--- config.mk ---
export PLATFORM = sky130hd
export DESIGN_NAME = ctl_sseg_mux_flat
export DESIGN_NICKNAME = d
export VERILOG_FILES = /design/src/rtl/ctl_sseg_mux_pkg.sv /design/src/rtl/ctl_sseg_mux_if.sv /design/src/rtl/ctl_sseg_dec.sv /design/src/rtl/ctl_sseg_mux.sv /design/src/flat_wrapper.sv
export SDC_FILE = /design/constraint.sdc
export NUM_CORES = 1
export LEC_CHECK = 0
export ABC_CLOCK_PERIOD_IN_PS = 3710
export BUFFER_PORTS_ARGS = -buffer_cell sky130_fd_sc_hd__buf_2
export CORE_MARGIN = 4
export CORE_UTILIZATION = 50
export CTS_CLUSTER_DIAMETER = 120
export CTS_CLUSTER_SIZE = 25
export DETAILED_ROUTE_END_ITERATION = 7
export PLACE_DENSITY = 0.7
export SLEW_MARGIN = 20
export SYNTH_ARGS = -nofsm -noshare
export SYNTH_HDL_FRONTEND = slang
export SYNTH_SLANG_ARGS = --single-unit
--- constraint.sdc ---
create_clock -name clk -period 3.71 [get_ports clk]
set_input_delay 0.371 -clock clk [delete_from_list [all_inputs] [get_ports clk]]
set_output_delay 0.371 -clock clk [all_outputs]
set_load 0.05 [all_outputs]
--- src/rtl/ctl_sseg_mux_pkg.sv ---
// Shared display definitions: hex-to-segment table, blanking constants and
// the shadow snapshot type used by the multiplexed 7-segment driver.
package ctl_sseg_mux_pkg;

  localparam logic [6:0] SEG_OFF = 7'h7F;
  localparam logic [3:0] AN_OFF  = 4'hF;

  // Active-low {g,f,e,d,c,b,a} patterns for 0..F.
  localparam logic [6:0] SEG_TABLE [16] = '{
    7'h40, 7'h79, 7'h24, 7'h30, 7'h19, 7'h12, 7'h02, 7'h78,
    7'h00, 7'h10, 7'h08, 7'h03, 7'h46, 7'h21, 7'h06, 7'h0E
  };

  typedef logic [1:0] slot_t;

  typedef struct packed {
    logic [3:0][3:0] hex;
    logic [3:0]      dp_en;
    logic            blz;
  } shadow_t;

endpackage

--- src/rtl/ctl_sseg_mux_if.sv ---
// Display bus: digit values and options toward the driver, anode/segment
// drives back out. The master side produces the digit data.
interface ctl_sseg_mux_if;
  logic [3:0] hex0;
  logic [3:0] hex1;
  logic [3:0] hex2;
  logic [3:0] hex3;
  logic [3:0] dp_en;
  logic       blank_lz;
  logic [3:0] an;
  logic [6:0] seg;
  logic       dp;

  // No handshake: inputs are level data sampled at frame boundaries,
  // outputs are continuously driven registered levels.
  modport master (output hex0, hex1, hex2, hex3, dp_en, blank_lz,
                  input  an, seg, dp);
  modport slave  (input  hex0, hex1, hex2, hex3, dp_en, blank_lz,
                  output an, seg, dp);
endinterface

--- src/rtl/ctl_sseg_dec.sv ---
// Combinational hex-to-7-segment decoder, active-low outputs.
module ctl_sseg_dec
  import ctl_sseg_mux_pkg::*;
(
  input  logic [3:0] hex,
  output logic [6:0] seg
);

  assign seg = SEG_TABLE[hex];

endmodule

--- src/rtl/ctl_sseg_mux.sv ---
// Four-digit time-multiplexed 7-segment driver with per-frame shadow capture,
// leading-zero blanking and per-digit decimal points.
module ctl_sseg_mux
  import ctl_sseg_mux_pkg::*;
#(
  parameter int DIV = 100_000
) (
  input  logic              clk,
  input  logic              rst,
  ctl_sseg_mux_if.slave     disp
);

  localparam int CW = (DIV > 1) ? $clog2(DIV) : 1;

  logic [CW-1:0] div_cnt;
  slot_t         idx;
  logic          tick;
  logic          load_first;
  shadow_t       sh;
  logic [3:0]    cur_hex;
  logic [6:0]    dec_seg;
  logic          blank;
  logic [3:0]    an_q;
  logic [6:0]    seg_q;
  logic          dp_q;

  assign tick = (div_cnt == CW'(DIV - 1));

  always_ff @(posedge clk) begin
    if (rst) begin
      div_cnt <= '0;
      idx     <= '0;
    end else begin
      div_cnt <= tick ? '0 : div_cnt + 1'b1;
      if (tick) idx <= idx + 1'b1;
    end
  end

  // Shadows only change at a frame boundary (or right after reset), so a
  // frame never mixes old and new digit values.
  always_ff @(posedge clk) begin
    if (rst) begin
      sh         <= '0;
      load_first <= 1'b1;
    end else begin
      load_first <= 1'b0;
      if (load_first || (tick && idx == 2'd3)) begin
        sh.hex   <= {disp.hex3, disp.hex2, disp.hex1, disp.hex0};
        sh.dp_en <= disp.dp_en;
        sh.blz   <= disp.blank_lz;
      end
    end
  end

  assign cur_hex = sh.hex[idx];

  // A digit is blanked only if it and every digit to its left are zero.
  always_comb begin
    blank = 1'b0;
    if (sh.blz) begin
      case (idx)
        2'd3:    blank = (sh.hex[3] == 4'd0);
        2'd2:    blank = (sh.hex[3] == 4'd0) && (sh.hex[2] == 4'd0);
        2'd1:    blank = (sh.hex[3] == 4'd0) && (sh.hex[2] == 4'd0) &&
                         (sh.hex[1] == 4'd0);
        default: blank = 1'b0;
      endcase
    end
  end

  ctl_sseg_dec u_dec (
    .hex (cur_hex),
    .seg (dec_seg)
  );

  always_ff @(posedge clk) begin
    if (rst || blank) begin
      an_q  <= AN_OFF;
      seg_q <= SEG_OFF;
      dp_q  <= 1'b1;
    end else begin
      an_q  <= ~(4'b0001 << idx);
      seg_q <= dec_seg;
      dp_q  <= ~sh.dp_en[idx];
    end
  end

  assign disp.an  = an_q;
  assign disp.seg = seg_q;
  assign disp.dp  = dp_q;

endmodule

--- src/flat_wrapper.sv ---
// flat-port wrapper written by rule: the top's interface ports become plain ports
module ctl_sseg_mux_flat import ctl_sseg_mux_pkg::*;
#(
  parameter int DIV = 100_000
)
  (clk, rst, disp_hex0, disp_hex1, disp_hex2, disp_hex3, disp_dp_en, disp_blank_lz, disp_an, disp_seg, disp_dp);
  ctl_sseg_mux_if disp_i ();
  input  logic clk;
  input  logic rst;
  input wire logic [$bits(disp_i.hex0)-1:0] disp_hex0;
  input wire logic [$bits(disp_i.hex1)-1:0] disp_hex1;
  input wire logic [$bits(disp_i.hex2)-1:0] disp_hex2;
  input wire logic [$bits(disp_i.hex3)-1:0] disp_hex3;
  input wire logic [$bits(disp_i.dp_en)-1:0] disp_dp_en;
  input wire logic [$bits(disp_i.blank_lz)-1:0] disp_blank_lz;
  output wire logic [$bits(disp_i.an)-1:0] disp_an;
  output wire logic [$bits(disp_i.seg)-1:0] disp_seg;
  output wire logic [$bits(disp_i.dp)-1:0] disp_dp;
  assign disp_i.hex0 = disp_hex0;
  assign disp_i.hex1 = disp_hex1;
  assign disp_i.hex2 = disp_hex2;
  assign disp_i.hex3 = disp_hex3;
  assign disp_i.dp_en = disp_dp_en;
  assign disp_i.blank_lz = disp_blank_lz;
  assign disp_an = disp_i.an;
  assign disp_seg = disp_i.seg;
  assign disp_dp = disp_i.dp;
  ctl_sseg_mux #(.DIV(DIV)) u_core (.clk(clk), .rst(rst), .disp(disp_i));
endmodule
==> impl_metrics.ini, run 1 <==
[sta]
worst_pin_slew_ns = 0.8944
rsz0062_at_grt = no
fin_skew_ns = 0.006690
relSlewSlack = 0.4005
fmax_mhz = 421.9
hold_viol = 0
setup_viol = 0
period_needed_ns = 2.370
post-route-period-util = 0.6388
setup_tns_ns = 0
drv_slew = 0

[detailed_routing]
vias_per_cell = 6.163
drc = 0
wl_per_cell_um = 16.01
drt.antenna.violating_nets = 0
drt-pass1-iter-count = 5
dr.first_iter.drc_count = 264
via_count = 2761
drt-total-wl_mm = 7.172

[power]
clkPwrFrac = 0.303
swShare = 0.3019
power_frac_seq = 0.526
power.internal_uw = 838.3
irDropWorstVdd_mv = 0.1936
p_switching_uw = 362.5
p_leak_nw = 1.172
p_comb_frac = 0.171
power.density_nw_per_um2 = 359.0

[clock_network]
cts.sinks = 53
htree_num_levels = 2
post_cts_buffers = 0
clock_latency_ns = 0.31
hold_buffers = 0
clock_tree.root_cell = clkbuf_8
clkSlewWorstSetupHoldPaths_ns = 0.10
numCtsBuffers = 5
cts_tree = done
clock_path_buffers = 2
post_cts_resized = 0

[die]
fp-row-count = 28
ios = 35
initial_core_util = 0.5182
die_w_um = 86.33
coreArea_um2 = 5921
fp.dieH_um = 86.33
die_area_um2 = 7453

[finish]
fin_util = 0.5649
area.growth.synth_to_final_pct = 9.013
antenna_cells = 0
final_nets = 407
drive_above_1_share = 0.1582

[critical_path]
crit_arrival_ns = 2.59
critical_path_class = flop to flop
cp_data_required_time_ns = 3.93
r2r-start = u_core.idx[0]
critPathLaunch = u_core.idx[0]
crit_fanout = 11
worstSetupEndpointType = flop
start_kind = flop

[synthesis]
synth_top_area_cell = dfxtp_1
syn_area_per_cell_um2 = 8.618
synth-edff-count = 0
ys_seq_area_frac = 0.3458
ys_warn_count = 0
postSynthCellCount = 356
ys_async_sr_fraction = 0
synth_cell_types = 43
syn_area_um2 = 3068
synth.top_cell.area_share = 0.3458
ys_ff_latch = 53
synth-main-ff-cell = dfxtp_1
synthesis.nets = 391
synth_area_leaders = dfxtp_1 (35%), a32oi_1 (6.0%), nor3b_1 (5.6%)

[global_route]
overflow = 0
first_global_vias = 2621
antenna_found_initial = 0
grt_max_degree = 48
gr-usage-all-layers = 0.2027
grt_first_pass_wirelength_mm = 12.43

[run]
cap_viol_max_count = 0

[hold_path]
hold_class = primary input to flop
min_from = disp_hex2[2]

[placed_design]
dp_hpwl_mm = 4.683
numPortBuffers = 34
place.gp.congestion = 0.8082

[status]
status = complete, no violations
## synth_stat cells (all sizes together), types with 4 or more instances
master / n
nor2: 20
a21oi: 7
dfxtp: 53
ha: 12
xor2: 6
o21ai: 27
buf: 7
nand2: 9
nand4: 27
mux4: 4
xnor2: 8
nor3b: 23
mux2i: 6
nor2b: 23
nand3: 32
or3: 4
clkbuf: 23
a32oi: 21
inv: 9
nor4: 7
## metal layers
layer  routed length [µm]  part of all wire  GRT usage  up-vias
met3                  487             0.068    0.03517        4
met1                 3340              0.47     0.2739     1293
met2                 3289              0.46     0.3241       99
met5                    0                 0          0        -
met4                   55            0.0077    0.07507        0
li1                     -                 -          -     1365
## critical path, cell delays in order (launching register included)
cell     delay (ns)
dfxtp_1        0.65
mux4_2         0.66
inv_1          0.14
ha_1           0.26
nor2_1         0.06
a22o_1         0.24
o31ai_1        0.26
## through the flow
stage | instances | setup WS (ns) | area, µm² | hold slack, ns | power [mW]
6_report | 448 | 1.340 | 3344 | 0.4513 | 1.201
5_1_grt | 448 | 1.196 | 3344 | 0.4887 | 1.252
4_1_cts | 448 | 1.320 | 3344 | 0.4513 | 1.207
3_5_place_dp | 440 | 1.337 | 3244 | 0.4675 | 0.8488
3_3_place_gp | 440 | 1.411 | 3244 | 0.4521 | 0.8435
2_1_floorplan | 356 | 1.697 | 3068 | 0.3987 | 0.7971
## power by group through the flow
stage,registers [mW],logic [mW],clock network (mW)
finish,0.632,0.206,0.364
CTS,0.631,0.206,0.370
detailed placement,0.644,0.205,0
global placement,0.643,0.201,0
floorplan,0.673,0.124,0
global route,0.636,0.228,0.389
## cells by family after synthesis
logic type | count (synthesis) | synth area share
compound gates | 67 | 0.1509
xor+xnor | 14 | 0.03997
fa+ha+maj | 12 | 0.04894
buf+inv | 39 | 0.05343
flops | 53 | 0.3458
mux | 13 | 0.05995
simple gates | 158 | 0.3010
## final cells by class
type,count,area (µm²)
tap,75,93.84
inverter,9,33.78
timing repair buffer,39,207.7
fill,559,2576
clock buffer,6,82.58
multi-input combinational,264,1848
clock inverter,2,17.52
sequential,53,1061
## cells in the final DEF (no fill, tap or decap), types with 4 or more instances in the layout
master and count:
or3_1 4, ha_1 12, o21ai_0 26, mux2i_1 6
dfxtp_1 53, nor4_1 7, xnor2_1 8, nand3_1 32
a32oi_1 21, mux4_2 4, clkbuf_8 6, nor2_1 20
buf_2 34, nor2b_1 23, nor3b_1 23, a21oi_1 7
nand4_1 26, nand2_1 9, buf_4 5, xor2_1 6
inv_1 9
## flip-flops by register name (all words and copies together), names as in the netlist
signal             cells
u_core.disp.an         4
u_core.idx             2
u_core.load_first      1
u_core.sh             21
u_core.disp.seg        7
u_core.div_cnt        17
u_core.disp.dp         1
## final timing paths
kind	to	slack, ns	cells after the start
setup / recovery	u_core.disp.seg[0]	1.34	6
hold / removal	u_core.sh[15]	0.45	4
setup reg to reg	u_core.disp.seg[0]	1.34	6
hold reg to reg	u_core.div_cnt[16]	0.49	2
(Power assumes the default switching activity.)
==> run 2, diff against run 1 <==
Settings changed: ABC_CLOCK_PERIOD_IN_PS 3710 to 1900, PLACE_DENSITY 0.7 to 0.73.
Clock period 3.71 ns to 1.9 ns, I/O delays scaled along.
==> run 2 against run 1 <==
Effect of this change:
- clock skew shrank 0.0018 ns
- critical path depth shrank 1
- first-iteration DRC count down 20%
- cell area increased by 8.9%
- maximum frequency is 30% higher
- critical endpoint unchanged
- wire length grew 8.8%
- highest routed layer unchanged
- utilization grew 5.1 points
- register-to-register slack got worse by 1.3 ns
- clock power is 80% higher
- global-route usage is 0.40 points higher
- non-clock buffer count increased by 34
- clock-buffer cell count is 1 higher
==> impl_metrics.ini, run 2 (same netlist as run 1, synthesis figures left out) <==
[sta]
period_needed_ns = 1.828
hold_viol = 0
relSlewSlack = 0.4596
fmax_mhz = 547.0
worst_pin_slew_ns = 0.8098
post-route-period-util = 0.9622
drv_slew = 0
fin_hold_ws_ns = 0.1395
fin_skew_ns = 0.004849
setup_tns_ns = 0
rsz0062_at_grt = yes
setup_viol = 0

[placed_design]
place.gp.congestion = 0.8630
numPortBuffers = 34
dp_hpwl_mm = 5.271
placed_area_um2 = 3505

[clock_network]
clkSlewWorstSetupHoldPaths_ns = 0.09
cts.sinks = 53
clock_tree.root_cell = clkbuf_8
clock_path_buffers = 2
htree_num_levels = 2
cts_tree = done
numCtsBuffers = 5
clock_latency_ns = 0.30

[hold_path]
hold_path_depth = 1
min_to = u_core.load_first
min_from = rst
hold_class = primary input to flop

[finish]
final_cell_mix = dfxtp_1 (51), buf_4 (37), buf_2 (34), nand3_1 (32), nand4_1 (26)
mostFrequentLayoutCell = dfxtp_1
top_register = u_core.sh
drive_above_1_share = 0.2488
largest_register_ffs = 21
antenna_cells = 0
stdcell_area_um2 = 3643
area.growth.synth_to_final_pct = 18.76
final_nets = 441

[detailed_routing]
drt-pass1-iter-count = 5
drt.antenna.violating_nets = 0
dr.first_iter.drc_count = 211
drc = 0
via_count = 2966
drt-total-wl_mm = 7.804
vias_per_cell = 6.166
wl_per_cell_um = 16.22

[global_route]
grt_first_pass_wirelength_mm = 12.69
grt_max_degree = 43
antenna_found_initial = 0
overflow = 0
gr-usage-all-layers = 0.2066
first_global_vias = 2711

[power]
irDropWorstVdd_mv = 0.4024
power.internal_mw = 1.659
power_frac_seq = 0.524
p_comb_frac = 0.196
clkPwrFrac = 0.279
p_switching_uw = 681.5
p_leak_nw = 1.342
power.density_nw_per_um2 = 642.4
swShare = 0.2912

[die]
fp.dieH_um = 86.33
die_w_um = 86.33
coreArea_um2 = 5921
initial_core_util = 0.5182
ios = 35
fp-row-count = 28
die_area_um2 = 7453

[critical_path]
worstSetupEndpointType = flop
ff2ff_path_depth = 5
r2r-start = u_core.idx[0]
critical_path_class = flop to flop
start_kind = flop
r2r_slack_ns = 0.07
crit_fanout = 5
reg2reg_to = u_core.disp.seg[0]
crit_arrival_ns = 2.02
cp_data_required_time_ns = 2.09

[run]
cap_viol_max_count = 0

[status]
status = complete, no violations
==> run 2: repair_timing <==
item / 4_1_cts / 5_1_grt
endpoints found under the setup margin: 14 / 25
hold buffers: 0 / 0
gates resized for setup: 3 / 12
buffers inserted: 1 / 2
==> run 2: how the worst max path moves through the flow <==
stage,from,to,slack (ns),depth (start not counted)
after global routing,u_core.idx[0],u_core.disp.seg[0],-0.04,6
after detailed placement,u_core.idx[0],u_core.disp.seg[0],-0.03,6
after floorplan,u_core.idx[0],u_core.disp.seg[0],0.003,7
after CTS,u_core.idx[1],u_core.disp.seg[0],0.01,6
final,u_core.idx[0],u_core.disp.seg[0],0.07,5
after global placement,u_core.idx[0],u_core.sh[17],0.03,6
==> run 2: cell type report <==
class | instances | area [µm²]
Multi-Input combinational cell | 264 | 1876
Sequential cell | 53 | 1066
Inverter | 9 | 33.78
Tap cell | 75 | 93.84
Clock buffer | 7 | 86.33
Fill cell | 511 | 2277
Timing Repair Buffer | 73 | 488.0
==> run 2: power by group through the flow <==
| stage | registers, mW | logic (mW) | clock network, mW |
|---|---|---|---|
| after floorplan | 1.31 | 0.243 | 0 |
| after global placement | 1.25 | 0.429 | 0 |
| after detailed placement | 1.25 | 0.441 | 0 |
| after CTS | 1.23 | 0.446 | 0.677 |
| after global routing | 1.23 | 0.499 | 0.708 |
| final | 1.23 | 0.459 | 0.654 |
==> run 2: critical path: stages, from the launching register on <==
cell,delay [ns]
dfxtp_4,0.38
mux4_2,0.60
ha_1,0.29
nor3b_1,0.24
o21a_1,0.14
o31ai_1,0.06
==> run 2: metal layers <==
metal  part of all wire  routed length [µm]  track usage
met5                  0                   0            0
met4             0.0097                  76      0.06232
met3              0.060                 469      0.03422
met2               0.48                3768       0.3373
met1               0.45                3490       0.2806
==> run 2: stage by stage <==
step | std cells | setup slack (ns) | util | total power [mW]
after global routing | 481 | -0.03559 | 0.6154 | 2.441
after detailed placement | 471 | -0.02619 | 0.5919 | 1.695
after global placement | 471 | 0.02750 | 0.5919 | 1.680
final | 481 | 0.07174 | 0.6154 | 2.340
after CTS | 479 | 0.01313 | 0.6093 | 2.351
after floorplan | 356 | 0.002823 | - | 1.557
==> run 3, diff against run 2 <==
Settings changed: REMOVE_ABC_BUFFERS set to 1, SLEW_MARGIN 20 to 30.
==> run 3 against run 2 <==
Effect of this change:
- clock power fell by 1%
- die area unchanged
- maximum frequency is essentially flat
- cell area up 0.58%
- non-clock buffer count unchanged
- register-to-register slack is essentially flat
- worst hold slack gained 0.023 ns
- flip-flop and latch count unchanged
==> impl_metrics.ini, run 3 (same netlist as run 1, synthesis figures left out) <==
[placed_design]
dp_hpwl_mm = 5.258
place.gp.congestion = 0.8604
numPortBuffers = 34
dp_slack_ns = -0.04203

[sta]
fmax_mhz = 546.8
post-route-period-util = 0.9626
fin_skew_ns = 0.01389
setup_viol = 0
hold_viol = 0
period_needed_ns = 1.829
timing.final.ws_setup_ns = 0.07102
worst_pin_slew_ns = 0.8371
rsz0062_at_grt = yes
drv_slew = 0
relSlewSlack = 0.4413

[die]
die_area_um2 = 7453
ios = 35
coreArea_um2 = 5921
die_w_um = 86.33
fp-row-count = 28
fp.dieH_um = 86.33
initial_core_util = 0.5182

[finish]
top_register = u_core.sh
fin_util = 0.6190
mostFrequentLayoutCell = dfxtp_1
largest_register_ffs = 21
fill_cells = 524
final_nets = 441
drive_above_1_share = 0.2488
area.growth.synth_to_final_pct = 19.45
final_cell_mix = dfxtp_1 (51), buf_4 (35), buf_2 (34), nand3_1 (32), nand4_1 (26)
antenna_cells = 0

[clock_network]
cts_tree = done
cts.sinks = 53
clock_tree.root_cell = clkbuf_8
clock_path_buffers = 2
numCtsBuffers = 5
clock_latency_ns = 0.31
htree_num_levels = 2
clkSlewWorstSetupHoldPaths_ns = 0.09
hold_buffers = 0

[global_route]
grt_max_degree = 24
antenna_found_initial = 0
first_global_vias = 2709
grt_first_pass_wirelength_mm = 13.05
gr-usage-all-layers = 0.2130
overflow = 0

[critical_path]
crit_fanout = 6
worstSetupEndpointType = flop
crit_arrival_ns = 2.05
cp_data_required_time_ns = 2.13
start_kind = flop
critical_path_class = flop to flop

[hold_path]
hold_class = primary input to flop

[detailed_routing]
via_count = 2928
vias_per_cell = 6.087
drt.antenna.violating_nets = 0
drt-total-wl_mm = 7.651
drc = 0
wl_per_cell_um = 15.91
drt-pass1-iter-count = 4
dr.first_iter.drc_count = 258

[power]
power.total_mw = 2.329
irDropWorstVdd_mv = 0.3708
power.density_nw_per_um2 = 635.5
p_leak_nw = 1.354

[status]
status = complete, no violations

[run]
cap_viol_max_count = 0
-- run 3: changes by cell type in the layout (fill, tap and decap cells not counted), moves of 2 or more --
cell,delta
buf_12,+2
buf_4,-2
o21ai_0,-7
o21ai_1,+7
-- run 3: final cells by class --
class	instances	area, µm²	area share
multi-input combinational	264	1872	0.5108
sequential	53	1066	0.2909
timing repair buffer	73	513.0	0.1400
tap	75	93.84	0.02561
clock buffer	7	86.33	0.02356
inverter	9	33.78	0.009218
-- run 3: worst paths after layout --
| kind | from | to | slack [ns] | cells after the start |
|---|---|---|---|---|
| min | rst | u_core.idx[0] | 0.16 | 2 |
| min reg2reg | u_core.div_cnt[0] | u_core.div_cnt[0] | 0.49 | 1 |
| max reg2reg | u_core.idx[0] | u_core.disp.seg[0] | 0.07 | 6 |
| max | u_core.idx[0] | u_core.disp.seg[0] | 0.07 | 6 |
-- run 3: worst max-delay path: stages, from the launching register on --
cell and delay [ns]:
dfxtp_4 0.38, mux4_2 0.52, inv_1 0.13, ha_2 0.25
nor2_1 0.05, a22o_1 0.22, o31ai_1 0.21
-- run 3: per-layer routing --
| layer | global-route usage | up-vias | wire length [µm] |
|---|---|---|---|
| met5 | 0 | - | 0 |
| met4 | 0.07082 | 0 | 98 |
| met3 | 0.02471 | 10 | 556 |
| met2 | 0.3275 | 102 | 3566 |
| met1 | 0.3096 | 1384 | 3430 |
| li1 | - | 1432 | - |
-- run 3: power breakdown --
group | switching [mW] | leakage [nW] | internal (mW)
sequential | 0.0494 | 0.438 | 1.18
clock | 0.356 | 0.0443 | 0.290
combinational | 0.266 | 0.872 | 0.189
-- run 3: through the flow --
stage | TNS (ns) | cell area [µm²] | hold slack (ns) | std cells
floorplan | -12.51 | 2938 | 0.2177 | 326
global placement | -0.007647 | 3542 | 0.4624 | 473
detailed placement | -0.08679 | 3542 | 0.4797 | 473
CTS | 0 | 3638 | 0.1575 | 480
global route | -0.01367 | 3665 | 0.1933 | 481
finish | 0 | 3665 | 0.1626 | 481
-- run 3: repair_timing --
| action | in CTS | in global routing |
|---|---|---|
| endpoints found under the setup margin | 10 | 18 |
| setup buffers | 0 | 1 |
| gates resized for setup | 4 | 19 |
